===== config.mk =====
export PLATFORM = sky130hd
export DESIGN_NAME = pkmc_sdram_reqgen
export DESIGN_NICKNAME = d
export VERILOG_FILES = /design/src/rtl/pkmc_sdram_reqgen.sv
export SDC_FILE = /design/constraint.sdc
export NUM_CORES = 1
export LEC_CHECK = 0
export CAP_MARGIN = 25
export CORE_UTILIZATION = 48
export DETAILED_ROUTE_END_ITERATION = 16
export PLACE_DENSITY = 0.86
export RECOVER_POWER = 50
export SETUP_SLACK_MARGIN = 0.02
export SLEW_MARGIN = 20
export SYNTH_ARGS = -nofsm -noshare
export SYNTH_HDL_FRONTEND = slang
export SYNTH_SLANG_ARGS = --single-unit

===== constraint.sdc =====
create_clock -name clk -period 4.3 [get_ports clk]
set_clock_uncertainty 0.1 [all_clocks]
set_input_delay 0.86 -clock clk [delete_from_list [all_inputs] [get_ports clk]]
set_output_delay 0.86 -clock clk [all_outputs]
set_load 0.005 [all_outputs]

===== src/rtl/pkmc_sdram_reqgen.sv =====
// Wishbone-to-SDRAM request generator: turns one Wishbone access into a single
// read/write command strobe, then tracks the controller's completion ack.
module pkmc_sdram_reqgen #(
  parameter int CAS_LAT = 2,
  parameter int TIMEOUT = 15
) (
  input  logic        clk,
  input  logic        rst,
  input  logic        wb_cyc_i,
  input  logic        wb_stb_i,
  input  logic        wb_we_i,
  input  logic [31:0] wb_adr_i,
  input  logic [3:0]  wb_sel_i,
  output logic        wb_ack_o,
  output logic        wb_err_o,
  input  logic        ready_i,
  output logic        read_o,
  output logic        write_o,
  output logic [31:0] addr_o,
  output logic [3:0]  sel_o,
  input  logic        mem_ack_i,
  output logic        busy_o,
  output logic        lat_err_o,
  output logic        spur_o,
  input  logic        flag_clr_i
);

  localparam logic [2:0] S_IDLE  = 3'd0;
  localparam logic [2:0] S_ISSUE = 3'd1;
  localparam logic [2:0] S_WAIT  = 3'd2;
  localparam logic [2:0] S_DONE  = 3'd3;
  localparam logic [2:0] S_ERR   = 3'd4;

  localparam logic [8:0] LAT_RD = 9'(CAS_LAT + 1);
  localparam logic [8:0] LAT_WR = 9'd1;
  localparam logic [8:0] TMO    = 9'(TIMEOUT);

  logic [2:0]  state_q, state_d;
  logic [7:0]  cnt_q, cnt_d;
  logic        we_q, we_d;
  logic [31:0] addr_q, addr_d;
  logic [3:0]  sel_q, sel_d;
  logic        abort_q, abort_d;
  logic        lat_err_q, lat_err_d;
  logic        spur_q, spur_d;

  logic [8:0]  cnt_inc;
  logic [8:0]  exp_lat;
  logic        lat_set;
  logic        spur_set;

  // cnt_inc is the latency an ack seen in this WAIT cycle would represent.
  assign cnt_inc  = {1'b0, cnt_q} + 9'd1;
  assign exp_lat  = we_q ? LAT_WR : LAT_RD;
  assign spur_set = mem_ack_i && (state_q != S_WAIT);

  always_comb begin
    state_d = state_q;
    cnt_d   = cnt_q;
    we_d    = we_q;
    addr_d  = addr_q;
    sel_d   = sel_q;
    abort_d = abort_q;
    lat_set = 1'b0;
    case (state_q)
      S_IDLE: begin
        if (wb_cyc_i && wb_stb_i && ready_i) begin
          addr_d  = wb_adr_i;
          sel_d   = wb_sel_i;
          we_d    = wb_we_i;
          abort_d = 1'b0;
          state_d = S_ISSUE;
        end
      end
      S_ISSUE: begin
        cnt_d   = 8'd0;
        state_d = S_WAIT;
        if (!wb_cyc_i) abort_d = 1'b1;
      end
      S_WAIT: begin
        if (!wb_cyc_i) abort_d = 1'b1;
        if (cnt_q != 8'hFF) cnt_d = cnt_q + 8'd1;
        // An ack in the timeout cycle still completes the access normally.
        if (mem_ack_i) begin
          state_d = S_DONE;
          lat_set = (cnt_inc != exp_lat);
        end else if (cnt_inc == TMO) begin
          state_d = S_ERR;
        end
      end
      S_DONE:  state_d = S_IDLE;
      S_ERR:   state_d = S_IDLE;
      default: state_d = S_IDLE;
    endcase
  end

  assign lat_err_d = lat_set  | (lat_err_q & ~flag_clr_i);
  assign spur_d    = spur_set | (spur_q    & ~flag_clr_i);

  always_ff @(posedge clk or posedge rst) begin
    if (rst) begin
      state_q   <= S_IDLE;
      cnt_q     <= 8'd0;
      we_q      <= 1'b0;
      addr_q    <= 32'd0;
      sel_q     <= 4'd0;
      abort_q   <= 1'b0;
      lat_err_q <= 1'b0;
      spur_q    <= 1'b0;
    end else begin
      state_q   <= state_d;
      cnt_q     <= cnt_d;
      we_q      <= we_d;
      addr_q    <= addr_d;
      sel_q     <= sel_d;
      abort_q   <= abort_d;
      lat_err_q <= lat_err_d;
      spur_q    <= spur_d;
    end
  end

  // A cycle dropped mid-access stays silent even if the master re-opens cyc.
  assign read_o    = (state_q == S_ISSUE) && !we_q;
  assign write_o   = (state_q == S_ISSUE) &&  we_q;
  assign wb_ack_o  = (state_q == S_DONE) && wb_cyc_i && !abort_q;
  assign wb_err_o  = (state_q == S_ERR)  && wb_cyc_i && !abort_q;
  assign busy_o    = (state_q != S_IDLE);
  assign addr_o    = addr_q;
  assign sel_o     = sel_q;
  assign lat_err_o = lat_err_q;
  assign spur_o    = spur_q;

endmodule

==> reports/qor.yml <==
die:
  io_pins: 87
  rows: 25
  coreArea_um2: 4786
  die_w_um: 72.95
  fp.dieH_um: 72.95
  die-area_um2: 5321
  initial_core_util: 0.5048
pwr:
  vdd_ir_drop_max_v: 0.0003030
  total_power_uw: 2003
  power_density_nw_per_um2: 597.0
  pwr-share-comb: 0.455
  sw_frac_of_total: 0.2838
  pwr-share-clk: 0.131
  pwr-share-seq: 0.414
  p_int_uw: 1435
  p_leak_uw: 0.001529
  p_switching_uw: 568.6
critical_path:
  required_ns: 3.34
  arrival_ns: 2.22
  worstSetupStartpointType: "primary input"
  crit_path_max_fanout: 4
  critPathKind: "primary input to output port"
  endpoint_kind: "output port"
clocking:
  clk_pin_slew_ns: 0.08
  cts.sinks: 51
  post_cts_buffers: 0
  h-tree-depth: 2
  clockBufferDepth: 2
  clockRootBuffer: "clkbuf_8"
  cts_hold_buf: 0
  postCtsResizedCells: 0
  cts_tree: "yes"
  clk-insertion-delay-late_ns: 0.29
  numCtsBuffers: 5
final_layout:
  fin_cells: 328
  fillCellCount: 354
  finalInstanceArea_um2: 3356
  area_growth_pct: 38.89
  drive_gt1_frac: 0.1954
  num-nets-final: 306
  num_antenna_cells: 0
sta:
  setup_viol: 0
  tns_ns: 0
  fin_crit_sh: 0.7398
  fin_crit_ns: 3.181
  slew_headroom: -0.01484
  worst_pin_slew_ns: 1.522
  finalMaxSlewViolations: 30
  worst_hold_slack_ns: 0.4074
  fmax_mhz: 314.3
  hold_viol: 0
  rsz0062_at_grt: "no"
detailed_routing:
  firstDrtPassIters: 4
  drc: 0
  via_count: 1696
  vias_per_cell: 5.171
  wl_per_cell_um: 15.08
  ant_nets: 0
  wl_um: 4946
  drt_iter0_drc: 86
global_route:
  grt_max_degree: 30
  grt_pass1_vias: 1585
  grt_pass1_wl_um: 7734
  grtUsageTotal: 0.1928
  overflow: 0
  antenna_found_initial: 0
logic_synthesis:
  seq_area_frac_synth: 0.5282
  syn_area_um2: 2416
  async_reset_ff_frac: 1.000
  synth_ff_type: "dfrtp_1"
  synth-edff-count: 0
  synth-seq-cells: 51
  yosys-top-cells-area: "dfrtp_1, mux2_4, mux2_2, buf_12, nand3_1"
  yosys_warnings: 0
  ys_types: 45
  yosys.area.top_type: "dfrtp_1"
  synthesis.instances: 175
  synth.avg_cell_area_um2: 13.81
  syn_nets: 221
  synth_top_area_share: 0.5282
placed_design:
  placed_cells: 320
  hpwl_um: 3764
  placed_area_um2: 3287
  portBuffers: 86
  globalplace.congestion: 0.8341
min_path:
  hold_class: "flip-flop to flip-flop"
outcome:
  violations: "max-capacitance violations, max-slew violations"
  status: "finished, violations left"
job:
  maxCapViolCount: 1
==> placed cells by master, fill, tap and decap left out, types with 3 or more instances in the layout <==
cell              n
clkdlybuf4s50_1  75
dfrtp_1          51
mux2_4           30
nand3_1          11
dlygate4sd3_1    11
mux2_2            8
nor2_1            5
o21ai_0           5
clkbuf_8          5
nand2_1           4
a21oi_1           3
and3_1            3
o211ai_1          3
nor3_1            3
inv_1             3
==> per-stage QoR <==
step / setup slack (ns) / utilization
final: 1.119 / 0.7012
after floorplan: 2.110 / -
after global routing: 0.6417 / 0.7012
after detailed placement: 1.183 / 0.6868
after CTS: 1.183 / 0.7046
after global placement: 1.210 / 0.6826
==> kinds of logic after synthesis <==
| group | Yosys count | share of synthesized area |
|---|---|---|
| multiplexers | 39 | 0.2279 |
| AND/OR/NAND/NOR | 42 | 0.1025 |
| XOR/XNOR | 4 | 0.01450 |
| AO/OA/AOI/OAI | 23 | 0.06681 |
| buffers and inverters | 14 | 0.04971 |
| flip-flops | 51 | 0.5282 |
| adder cells (fa/ha/maj) | 2 | 0.01036 |
==> worst max-delay path, cell delays in order <==
cell and delay, ns:
dlygate4sd3_1 0.59, nor4b_1 0.23, clkdlybuf4s50_1 0.54
==> final cells by class <==
cell class / count / area, um2 / area share
clock inverter: 2 / 12.51 / 0.003729
inverter: 3 / 11.26 / 0.003356
multi-input combinational: 110 / 1020 / 0.3039
sequential: 51 / 1276 / 0.3803
timing repair buffer: 89 / 879.6 / 0.2621
clock buffer: 6 / 72.57 / 0.02163
tap: 67 / 83.83 / 0.02498
==> per-layer routing <==
metal	up-vias	GRT usage	part of all wire
li1	800	-	-
met1	818	0.2652	0.46
met2	72	0.3053	0.45
met3	6	0.05249	0.078
met4	0	0.04575	0.0091
met5	-	0	0
==> cell usage after synthesis (2+ instances only) <==
| cell type | instances |
|---|---|
| dfrtp_1 | 51 |
| o211ai_1 | 3 |
| mux2_2 | 8 |
| ha_1 | 2 |
| nor3b_1 | 2 |
| nand2_1 | 4 |
| nor3_1 | 3 |
| buf_12 | 3 |
| xor2_1 | 2 |
| nand3_1 | 11 |
| inv_1 | 3 |
| clkbuf_2 | 2 |
| o21ai_0 | 5 |
| a31oi_1 | 2 |
| buf_6 | 2 |
| mux2_4 | 30 |
| clkbuf_1 | 3 |
| and3_1 | 3 |
| nor2b_1 | 2 |
| nor2_1 | 5 |
| a21oi_1 | 3 |
| xnor2_1 | 2 |
| a22o_1 | 2 |
==> flip-flops by register name (all words and copies together) (netlist names) <==
register	flops
lat_err_o	1
sel_o	4
cnt_q	8
abort_q	1
we_q	1
spur_o	1
addr_o	32
state_q	3
==> worst paths after layout <==
check / slack [ns] / start / cells after the start / endpoint
max in group asynchronous: 1.15 / rst / 3 / state_q[0]$_DFFE_PP0P_
min in group asynchronous: 1.07 / rst / 2 / addr_o[23]$_DFFE_PP0P_
hold / removal: 0.41 / addr_o[31]$_DFFE_PP0P_ / 1 / addr_o[31]$_DFFE_PP0P_
hold reg to reg: 0.41 / addr_o[31]$_DFFE_PP0P_ / 1 / addr_o[31]$_DFFE_PP0P_
setup reg to reg: 2.10 / state_q[2]$_DFFE_PP0P_ / 4 / cnt_q[3]$_DFFE_PP0P_
setup / recovery: 1.12 / wb_cyc_i / 3 / wb_ack_o
==> power groups by stage <==
| stage | Combinational, uW | Clock [uW] | Sequential (uW) |
|---|---|---|---|
| 3_5_place_dp | 938 | 0 | 839 |
| 4_1_cts | 944 | 273 | 831 |
| 3_3_place_gp | 917 | 0 | 825 |
| 6_report | 912 | 262 | 829 |
| 5_1_grt | 987 | 294 | 858 |
| 2_1_floorplan | 465 | 0 | 826 |
Power figures use the tool's default switching activity.
